## src/rtl/grid_pkg.sv

```systemverilog
// Shared types and colour constants for the grid playfield renderer.
package grid_pkg;

  localparam int POS_W = 4;

  typedef enum logic [1:0] {
    DIR_UP    = 2'd0,
    DIR_DOWN  = 2'd1,
    DIR_LEFT  = 2'd2,
    DIR_RIGHT = 2'd3
  } dir_t;

  typedef struct packed {
    logic [3:0] r;
    logic [3:0] g;
    logic [3:0] b;
  } rgb_t;

  localparam rgb_t C_BLACK   = '{r: 4'd0,  g: 4'd0, b: 4'd0};
  localparam rgb_t C_RED     = '{r: 4'd15, g: 4'd0, b: 4'd0};
  localparam rgb_t C_BLUE    = '{r: 4'd0,  g: 4'd0, b: 4'd15};
  localparam rgb_t C_MAGENTA = '{r: 4'd15, g: 4'd0, b: 4'd15};
  localparam rgb_t C_GREY    = '{r: 4'd4,  g: 4'd4, b: 4'd4};

endpackage

```

## src/rtl/player_pos.sv

```systemverilog
// One player's grid position: move handshake with a pending latch, applied on frame_tick.
// Latency: applied at the first frame_tick after acceptance; ready stays low while a move is pending.
module player_pos
  import grid_pkg::*;
#(
  parameter int COLS    = 4,
  parameter int ROWS    = 4,
  parameter int WRAP    = 0,
  parameter int RST_COL = 0,
  parameter int RST_ROW = 0
) (
  input  logic             clk,
  input  logic             reset,
  input  logic             frame_tick,
  input  logic             move_valid,
  input  dir_t             move_dir,
  output logic             move_ready,
  output logic [POS_W-1:0] col,
  output logic [POS_W-1:0] row
);

  localparam logic [POS_W-1:0] ONE     = POS_W'(1);
  localparam logic [POS_W-1:0] MAX_COL = POS_W'(COLS - 1);
  localparam logic [POS_W-1:0] MAX_ROW = POS_W'(ROWS - 1);

  logic             pending_q, pending_d;
  dir_t             dir_q, dir_d;
  logic [POS_W-1:0] col_q, col_d;
  logic [POS_W-1:0] row_q, row_d;

  always_comb begin
    pending_d = pending_q;
    dir_d     = dir_q;
    col_d     = col_q;
    row_d     = row_q;
    if (frame_tick && pending_q) begin
      pending_d = 1'b0;
      unique case (dir_q)
        DIR_UP:    if (row_q != '0)      row_d = row_q - ONE; else if (WRAP != 0) row_d = MAX_ROW;
        DIR_DOWN:  if (row_q != MAX_ROW) row_d = row_q + ONE; else if (WRAP != 0) row_d = '0;
        DIR_LEFT:  if (col_q != '0)      col_d = col_q - ONE; else if (WRAP != 0) col_d = MAX_COL;
        DIR_RIGHT: if (col_q != MAX_COL) col_d = col_q + ONE; else if (WRAP != 0) col_d = '0;
      endcase
    end
    // A move accepted on the tick cycle itself waits for the following tick.
    if (move_valid && !pending_q) begin
      pending_d = 1'b1;
      dir_d     = move_dir;
    end
  end

  always_ff @(posedge clk or posedge reset) begin
    if (reset) begin
      pending_q <= 1'b0;
      dir_q     <= DIR_UP;
      col_q     <= POS_W'(RST_COL);
      row_q     <= POS_W'(RST_ROW);
    end else begin
      pending_q <= pending_d;
      dir_q     <= dir_d;
      col_q     <= col_d;
      row_q     <= row_d;
    end
  end

  assign move_ready = !pending_q;
  assign col        = col_q;
  assign row        = row_q;

endmodule

```

## src/rtl/grid_drawing.sv

```systemverilog
// Grid playfield renderer with two player markers and an overlap blink; 2 clk pixel latency.
// Backpressure: per-player move ready is low while a move waits for the next frame_tick.
module grid_drawing
  import grid_pkg::*;
#(
  parameter int H_ACTIVE     = 640,
  parameter int V_ACTIVE     = 480,
  parameter int COLS         = 4,
  parameter int ROWS         = 4,
  parameter int WRAP         = 0,
  parameter int BLINK_FRAMES = 16,
  parameter int GRID_LINES   = 1
) (
  input  logic       clk,
  input  logic       reset,
  input  logic [9:0] xcoord,
  input  logic [9:0] ycoord,
  input  logic       nocolor,
  input  logic       frame_tick,
  input  logic       p1_move_valid,
  input  logic [1:0] p1_dir,
  output logic       p1_move_ready,
  input  logic       p2_move_valid,
  input  logic [1:0] p2_dir,
  output logic       p2_move_ready,
  output logic [3:0] red,
  output logic [3:0] green,
  output logic [3:0] blue
);

  localparam int CELL_W  = H_ACTIVE / COLS;
  localparam int CELL_H  = V_ACTIVE / ROWS;
  localparam int GRID_W  = COLS * CELL_W;
  localparam int GRID_H  = ROWS * CELL_H;
  localparam int BLINK_W = $clog2(BLINK_FRAMES);
  localparam logic [BLINK_W-1:0] BLINK_LAST = BLINK_W'(BLINK_FRAMES - 1);
  localparam logic [POS_W-1:0]   ONE        = POS_W'(1);

  logic [POS_W-1:0] p1_col, p1_row, p2_col, p2_row;
  logic [31:0]      x_ext, y_ext;

  player_pos #(
    .COLS(COLS), .ROWS(ROWS), .WRAP(WRAP), .RST_COL(0), .RST_ROW(0)
  ) u_p1 (
    .clk        (clk),
    .reset      (reset),
    .frame_tick (frame_tick),
    .move_valid (p1_move_valid),
    .move_dir   (dir_t'(p1_dir)),
    .move_ready (p1_move_ready),
    .col        (p1_col),
    .row        (p1_row)
  );

  player_pos #(
    .COLS(COLS), .ROWS(ROWS), .WRAP(WRAP), .RST_COL(COLS - 1), .RST_ROW(ROWS - 1)
  ) u_p2 (
    .clk        (clk),
    .reset      (reset),
    .frame_tick (frame_tick),
    .move_valid (p2_move_valid),
    .move_dir   (dir_t'(p2_dir)),
    .move_ready (p2_move_ready),
    .col        (p2_col),
    .row        (p2_row)
  );

  logic [BLINK_W-1:0] blink_cnt_q, blink_cnt_d;
  logic               blink_phase_q, blink_phase_d;

  logic [POS_W-1:0] s1_col_q, s1_col_d, s1_row_q, s1_row_d;
  logic [POS_W-1:0] s1_p1c_q, s1_p1c_d, s1_p1r_q, s1_p1r_d;
  logic [POS_W-1:0] s1_p2c_q, s1_p2c_d, s1_p2r_q, s1_p2r_d;
  logic             s1_bord_q, s1_bord_d;
  logic             s1_in_q, s1_in_d;
  logic             s1_noc_q, s1_noc_d;
  rgb_t             rgb_q, rgb_d;
  logic             p1_hit, p2_hit;

  assign x_ext = {22'd0, xcoord};
  assign y_ext = {22'd0, ycoord};

  always_comb begin
    blink_cnt_d   = blink_cnt_q;
    blink_phase_d = blink_phase_q;
    if (frame_tick) begin
      if (blink_cnt_q == BLINK_LAST) begin
        blink_cnt_d   = '0;
        blink_phase_d = !blink_phase_q;
      end else begin
        blink_cnt_d = blink_cnt_q + BLINK_W'(1);
      end
    end
  end

  // Stage 1: cell lookup by constant-boundary compares, plus a snapshot of both positions.
  always_comb begin
    s1_col_d  = '0;
    s1_row_d  = '0;
    s1_bord_d = 1'b0;
    for (int k = 1; k < COLS; k++)
      if (x_ext >= k * CELL_W) s1_col_d = s1_col_d + ONE;
    for (int k = 1; k < ROWS; k++)
      if (y_ext >= k * CELL_H) s1_row_d = s1_row_d + ONE;
    for (int k = 0; k < COLS; k++)
      if (x_ext == k * CELL_W) s1_bord_d = 1'b1;
    for (int k = 0; k < ROWS; k++)
      if (y_ext == k * CELL_H) s1_bord_d = 1'b1;
    s1_in_d  = (x_ext < GRID_W) && (y_ext < GRID_H);
    s1_noc_d = nocolor;
    s1_p1c_d = p1_col;
    s1_p1r_d = p1_row;
    s1_p2c_d = p2_col;
    s1_p2r_d = p2_row;
  end

  assign p1_hit = (s1_col_q == s1_p1c_q) && (s1_row_q == s1_p1r_q);
  assign p2_hit = (s1_col_q == s1_p2c_q) && (s1_row_q == s1_p2r_q);

  always_comb begin
    rgb_d = C_BLACK;
    if (s1_noc_q || !s1_in_q)           rgb_d = C_BLACK;
    else if (GRID_LINES != 0 && s1_bord_q) rgb_d = C_GREY;
    else if (p1_hit && p2_hit)          rgb_d = blink_phase_q ? C_MAGENTA : C_BLACK;
    else if (p1_hit)                    rgb_d = C_RED;
    else if (p2_hit)                    rgb_d = C_BLUE;
  end

  always_ff @(posedge clk or posedge reset) begin
    if (reset) begin
      blink_cnt_q   <= '0;
      blink_phase_q <= 1'b0;
      s1_col_q      <= '0;
      s1_row_q      <= '0;
      s1_p1c_q      <= '0;
      s1_p1r_q      <= '0;
      s1_p2c_q      <= '0;
      s1_p2r_q      <= '0;
      s1_bord_q     <= 1'b0;
      s1_in_q       <= 1'b0;
      s1_noc_q      <= 1'b1;
      rgb_q         <= C_BLACK;
    end else begin
      blink_cnt_q   <= blink_cnt_d;
      blink_phase_q <= blink_phase_d;
      s1_col_q      <= s1_col_d;
      s1_row_q      <= s1_row_d;
      s1_p1c_q      <= s1_p1c_d;
      s1_p1r_q      <= s1_p1r_d;
      s1_p2c_q      <= s1_p2c_d;
      s1_p2r_q      <= s1_p2r_d;
      s1_bord_q     <= s1_bord_d;
      s1_in_q       <= s1_in_d;
      s1_noc_q      <= s1_noc_d;
      rgb_q         <= rgb_d;
    end
  end

  assign red   = rgb_q.r;
  assign green = rgb_q.g;
  assign blue  = rgb_q.b;

endmodule
```

## config.mk

```make
export PLATFORM = sky130hd
export DESIGN_NAME = grid_drawing
export DESIGN_NICKNAME = d
export VERILOG_FILES = /design/src/rtl/grid_pkg.sv /design/src/rtl/player_pos.sv /design/src/rtl/grid_drawing.sv
export SDC_FILE = /design/constraint.sdc
export NUM_CORES = 1
export LEC_CHECK = 0
export ABC_AREA = 1
export BUFFER_PORTS_ARGS = -buffer_cell sky130_fd_sc_hd__buf_2
export CAP_MARGIN = 20
export CORE_MARGIN = 2
export CORE_UTILIZATION = 55
export CTS_BUF_LIST = sky130_fd_sc_hd__clkbuf_4
export CTS_CLUSTER_DIAMETER = 30
export DETAILED_ROUTE_END_ITERATION = 8
export HOLD_SLACK_MARGIN = 0.15
export PLACE_DENSITY_LB_ADDON = 0.15
export SLEW_MARGIN = 20
export SYNTH_ARGS = -nofsm -noshare
export SYNTH_HDL_FRONTEND = slang
export SYNTH_HIERARCHICAL = 1
export SYNTH_SLANG_ARGS = --single-unit
```

## constraint.sdc

```tcl
create_clock -name clk -period 3.1 [get_ports clk]
set_input_delay 0.62 -clock clk [delete_from_list [all_inputs] [get_ports clk]]
set_output_delay 0.62 -clock clk [all_outputs]
set_load 0.03 [all_outputs]
```

==> flow_summary.toml, run 1 <==
[outcome]
outcome = "finished clean"

[global_route]
grt_overflow_total = 0
antenna_found_initial = 0
grt_pass1_vias = 2545
grtUsageTotal = 0.2094
grt_max_degree = 33
grt_pass1_wl_um = 10410

[pwr]
comb_power_share = 0.374
power.internal_w = 0.001662
seqPwrFrac = 0.463
clkPwrFrac = 0.162
p_sw_frac = 0.3904
irDropWorstVdd_v = 0.0005223
power_density_nw_per_um2 = 760.6
p_leak_nw = 1.938
p_switching_w = 0.001064

[setup_path]
slowest_delay_ps = 550
critPathKind = "flop to flop"
cp_slowest_cell = "dfrtp_1"
crit_chain = "nand2_2 -> ha_1 -> a21oi_1 -> and2_0 -> xor2_1 -> nand2_1 -> nand2_1"
end_kind = "flop"
cp_top_family = "flip-flops"
cp_max_fo = 8
critPathBufInv = 0
arrival_ps = 2030
cp.required_ps = 3420
startpoint_type = "flop"
cp_common_cell = "nand2_1"

[floorplanning]
rows = 27
io_pins = 44
start_util = 0.5770
die_h_um = 80.70
die_w_um = 80.70
coreArea_um2 = 5608
dieArea_um2 = 6512

[clock_network]
clkTransAtPathRegs_ps = 80
clock_latency_ps = 380
clkSinkCount = 57
root_buffer = "clkbuf_4"
numCtsBuffers = 9
cts_tree = "yes"
ctsLongestPathBuffers = 2
cts_resized = 0
hold_buffers = 1
htreeDepth = 3
postCtsSetupBuffers = 0

[place]
hpwl_um = 4417
place_area_um2 = 3466
routabilityCongestion = 0.9079
post-place-cells = 506
port_buffers = 40

[cells_and_area]
layout.nets = 491
syn2layout_area_growth_pct = 10.79
mostFrequentLayoutCell = "nand2_1"
antenna_cells = 0
finalNonFillerCells = 522
drive_above_1_share = 0.2000
fillers = 517
ff_latch_area_um2 = 1433
final_cell_mix = "102 x nand2_1, 57 x inv_1, 52 x dfrtp_1"
design_area_um2 = 3585
multi_input_area_um2 = 1484

[timing]
timing.setup.tns_ps = 0
hold_viol_final = 0
skew_ps = 6.914
max_freq_mhz = 584.4
maxSlewViolCount = 0
post-route-period-util = 0.5520
grt_setup_unrepaired = "false"
setup_viol = 0
period_minus_slack_ps = 1711

[synth]
synth-seq-area-share = 0.4428
netlist_area_um2 = 3236
synth.distinct_cells = 32
synth-seq-cells = 57
ys.warnings.count = 6
netlist_instances = 400
avgSynthCellArea_um2 = 8.089

[routing]
drt_first_pass_iters = 4
route.detailed.drc = 0
vias = 2559
wl_per_cell_um = 11.03
via_per_inst = 4.902
wirelength_um = 5760
drt-initial-drc-count = 100
ant_nets = 0

[hold_path]
hp-class = "input pin to flop"

[job]
cap_violations = 0
## final cells by class
| class | instances | share of cell area |
|---|---|---|
| Clock inverter | 1 | 0.001047 |
| Timing Repair Buffer | 42 | 0.06073 |
| Inverter | 67 | 0.07016 |
| Sequential cell | 57 | 0.3996 |
| Multi-Input combinational cell | 269 | 0.4140 |
| Clock buffer | 14 | 0.02932 |
| Tap cell | 72 | 0.02513 |
## power groups by stage
stage	Combinational (W)	Clock, W	Sequential, W
2_1_floorplan	0.000879	0	0.00119
3_3_place_gp	0.000975	0	0.00127
3_5_place_dp	0.00102	0	0.00128
4_1_cts	0.00103	0.000459	0.00126
5_1_grt	0.00120	0.000497	0.00131
6_report	0.00102	0.000443	0.00126
## state kept, by name (all words and copies together), names as in the netlist, 4 cells and up
name	flops
s1_p2r_q	4
s1_p1c_q	4
s1_p1r_q	4
u_p1/row	4
s1_p2c_q	4
blink_cnt_q	4
u_p2/col	4
u_p1/col	4
u_p2/row	4
## logic make-up (layout without fill, tap and decap cells)
group / count (synthesis) / after routing / share of synthesized area
buf+inv: 76 / 124 / 0.1009
mux: 1 / 1 / 0.003480
flops: 57 / 57 / 0.4428
compound gates: 33 / 33 / 0.06226
xor+xnor: 18 / 18 / 0.05337
other cells: 1 / 3 / 0.001159
fa+ha+maj: 15 / 15 / 0.06265
simple gates: 199 / 199 / 0.2734
## cells in the mapped netlist
master     instances  share of area
a211oi_1           1         0.0023
a21oi_1           10          0.015
and2_0             2         0.0039
buf_4              7          0.016
buf_6              2         0.0070
conb_1             1         0.0012
dfrtp_1           52           0.40
dfstp_2            5          0.041
fa_1               2          0.012
ha_1              13          0.050
inv_1             57          0.066
inv_2             10          0.012
mux2_2             1         0.0035
nand2_1          102           0.12
nand2_2            7          0.014
nand2_4            2         0.0070
nand3_1           29          0.045
nand3b_1           6          0.014
nand4_1            7          0.014
nor2_1            35          0.041
nor2_2             5         0.0097
nor3_1             2         0.0031
nor3_2             1         0.0031
o2111ai_1          1         0.0027
o211ai_1           1         0.0023
o21ai_0            9          0.014
o21ai_1            9          0.014
o21bai_4           2          0.012
or2_0              1         0.0019
xnor2_1            7          0.019
xor2_1             9          0.024
xor2_2             2          0.010
## layer usage
| metal | GRT usage | wire length, µm | vias to the layer above |
|---|---|---|---|
| li1 | - | - | 1335 |
| met1 | 0.2462 | 2575 | 1178 |
| met2 | 0.3667 | 2907 | 41 |
| met3 | 0.06742 | 223 | 5 |
| met4 | 0.06102 | 53 | 0 |
| met5 | 0 | 0 | - |
## through the flow
step	hold slack [ps]	power, W	utilization	worst slack [ps]
final	338.8	0.002727	0.6392	1389
after floorplan	394.6	0.002073	-	1562
after global routing	287.7	0.003004	0.6392	1221
after CTS	315.7	0.002751	0.6392	1391
after global placement	420.3	0.002248	0.6180	1384
after detailed placement	417.9	0.002297	0.6180	1319
## final timing paths
kind,startpoint,end,slack (ps),cells past startpoint
max,u_p2/dir_q[0],u_p2/col[3],1390,7
min,nocolor,s1_noc_q,340,1
max reg2reg,u_p2/dir_q[0],u_p2/col[3],1390,7
min reg2reg,u_p2/col[3],s1_p2c_q[3],440,0
max in group asynchronous,reset,s1_noc_q,1780,4
min in group asynchronous,reset,blink_cnt_q[2],670,3
(Power assumes the default switching activity.)
==> inputs of run 2 (changes only) <==
- clock period: 3.1 -> 1.65 ns (I/O delays scaled with it)
==> flow_summary.toml, run 2 (synthesis gave the netlist of run 1 again) <==
[global_route]
grt_overflow_total = 0
grtUsageTotal = 0.2055
grt_pass1_vias = 2578
antenna_found_initial = 0
grt_pass1_wl_um = 10270
grt_max_degree = 36

[routing]
drt_first_pass_iters = 4
wirelength_um = 5706
wl_per_cell_um = 10.77
ant_nets = 0
route.detailed.drc = 0
via_per_inst = 4.917
vias = 2606
drt-initial-drc-count = 67

[setup_path]
cp_common_cell = "nand2_1"
startpoint_type = "flop"
arrival_ps = 1820
cp_max_fo = 8
critPathKind = "flop to flop"
slowest_delay_ps = 620
cp_slowest_cell = "dfstp_2"
end_kind = "flop"
critPathBufInv = 1
crit_chain = "nand2_1 -> nand2_1 -> inv_1 -> ha_1 -> a21oi_1 -> xor2_1 -> o21ai_1"
cp.required_ps = 1920
cp_top_family = "flip-flops"

[clock_network]
cts_tree = "yes"
root_buffer = "clkbuf_4"
numCtsBuffers = 9
clkSinkCount = 57
clock_latency_ps = 400
ctsLongestPathBuffers = 2
htreeDepth = 3
clkTransAtPathRegs_ps = 100

[place]
hpwl_um = 4334
place_area_um2 = 3481
port_buffers = 40
routabilityCongestion = 0.8386

[timing]
hold_ws_ps = 186.2
post-route-period-util = 0.9373
max_freq_mhz = 646.6
hold_viol_final = 0
maxSlewViolCount = 0
setup_viol = 0
skew_ps = 17.46
period_minus_slack_ps = 1547

[floorplanning]
start_util = 0.5770
die_h_um = 80.70
coreArea_um2 = 5608
io_pins = 44
rows = 27
dieArea_um2 = 6512
die_w_um = 80.70

[pwr]
clkPwrFrac = 0.185
p_switching_w = 0.002053
power.internal_w = 0.003297
comb_power_share = 0.372
irDropWorstVdd_v = 0.0007861
p_leak_nw = 1.981
power_density_nw_per_um2 = 1453
p_sw_frac = 0.3837
seqPwrFrac = 0.443

[cells_and_area]
mostFrequentLayoutCell = "nand2_1"
drive_above_1_share = 0.2162
antenna_cells = 0
layout.nets = 498
syn2layout_area_growth_pct = 13.81
final_cell_mix = "102 x nand2_1, 57 x inv_1, 50 x dfrtp_1"
design_area_um2 = 3682

[outcome]
outcome = "finished clean"

[job]
cap_violations = 0

[hold_path]
hp-class = "input pin to flop"
-- run 2: cell count changes in the layout (fill, tap and decap cells not counted) --
cell / previous run / this run
clkinv_2: 0 / 2
dfrtp_2: 0 / 2
ha_4: 0 / 1
clkbuf_4: 14 / 12
dlygate4sd3_1: 1 / 3
bufinv_16: 0 / 1
buf_4: 1 / 6
dfrtp_1: 52 / 50
ha_1: 13 / 12
-- run 2: final cells by class --
cell class | instances | area [µm²]
clock inverter | 4 | 43.79
tap | 72 | 90.09
sequential | 57 | 1435
multi-input combinational | 269 | 1496
timing repair buffer | 49 | 275.3
clock buffer | 12 | 90.09
fill | 505 | 1926
inverter | 67 | 251.5
-- run 2: routing by layer --
layer  global-route usage  wire (µm)
met1               0.2352       2605
met2               0.3617       2790
met3              0.07416        248
met5                    0          0
met4              0.05932         61
-- run 2: final timing paths --
| kind | slack (ps) | start | end | cells after the start |
|---|---|---|---|---|
| max | 100 | u_p2/row[1] | u_p2/row[2] | 7 |
| min | 190 | p1_dir[1] | u_p1/dir_q[1] | 3 |
| max reg2reg | 100 | u_p2/row[1] | u_p2/row[2] | 7 |
| min reg2reg | 440 | u_p2/row[2] | s1_p2r_q[2] | 0 |
| max in group asynchronous | 720 | reset | s1_noc_q | 4 |
| min in group asynchronous | 470 | reset | u_p2/row[3] | 3 |
-- run 2: stage by stage --
step / std cells / utilization / setup WS [ps] / total power [W] / TNS, ps
floorplan: 402 / - / 221.2 / 0.003895 / 0
global placement: 508 / 0.6207 / 112.4 / 0.004251 / 0
detailed placement: 508 / 0.6207 / 22.58 / 0.004328 / 0
CTS: 527 / 0.6499 / 3.381 / 0.005341 / 0
global route: 530 / 0.6566 / -6.599 / 0.005857 / -6.599
finish: 530 / 0.6566 / 103.4 / 0.005349 / 0
-- run 2: worst reg2reg max path, stage by stage, from the launching register on --
cell and delay (ps):
dfstp_2 620, nand2_1 90, nand2_1 80, inv_1 50, ha_1 180, a21oi_1 170
xor2_1 170, o21ai_1 70
-- run 2: power by group through the flow --
stage	Sequential [W]	Clock [W]	Combinational, W
6_report	0.00237	0.000990	0.00199
5_1_grt	0.00246	0.00107	0.00233
4_1_cts	0.00237	0.00102	0.00195
3_5_place_dp	0.00240	0	0.00193
3_3_place_gp	0.00239	0	0.00186
2_1_floorplan	0.00224	0	0.00165
-- run 2: repair_timing --
item,in CTS,in global routing
buffers inserted,0,3
endpoints found under the setup margin,0,4
hold buffers,3,0
resized for setup,0,3
endpoints found under the hold margin,54,0
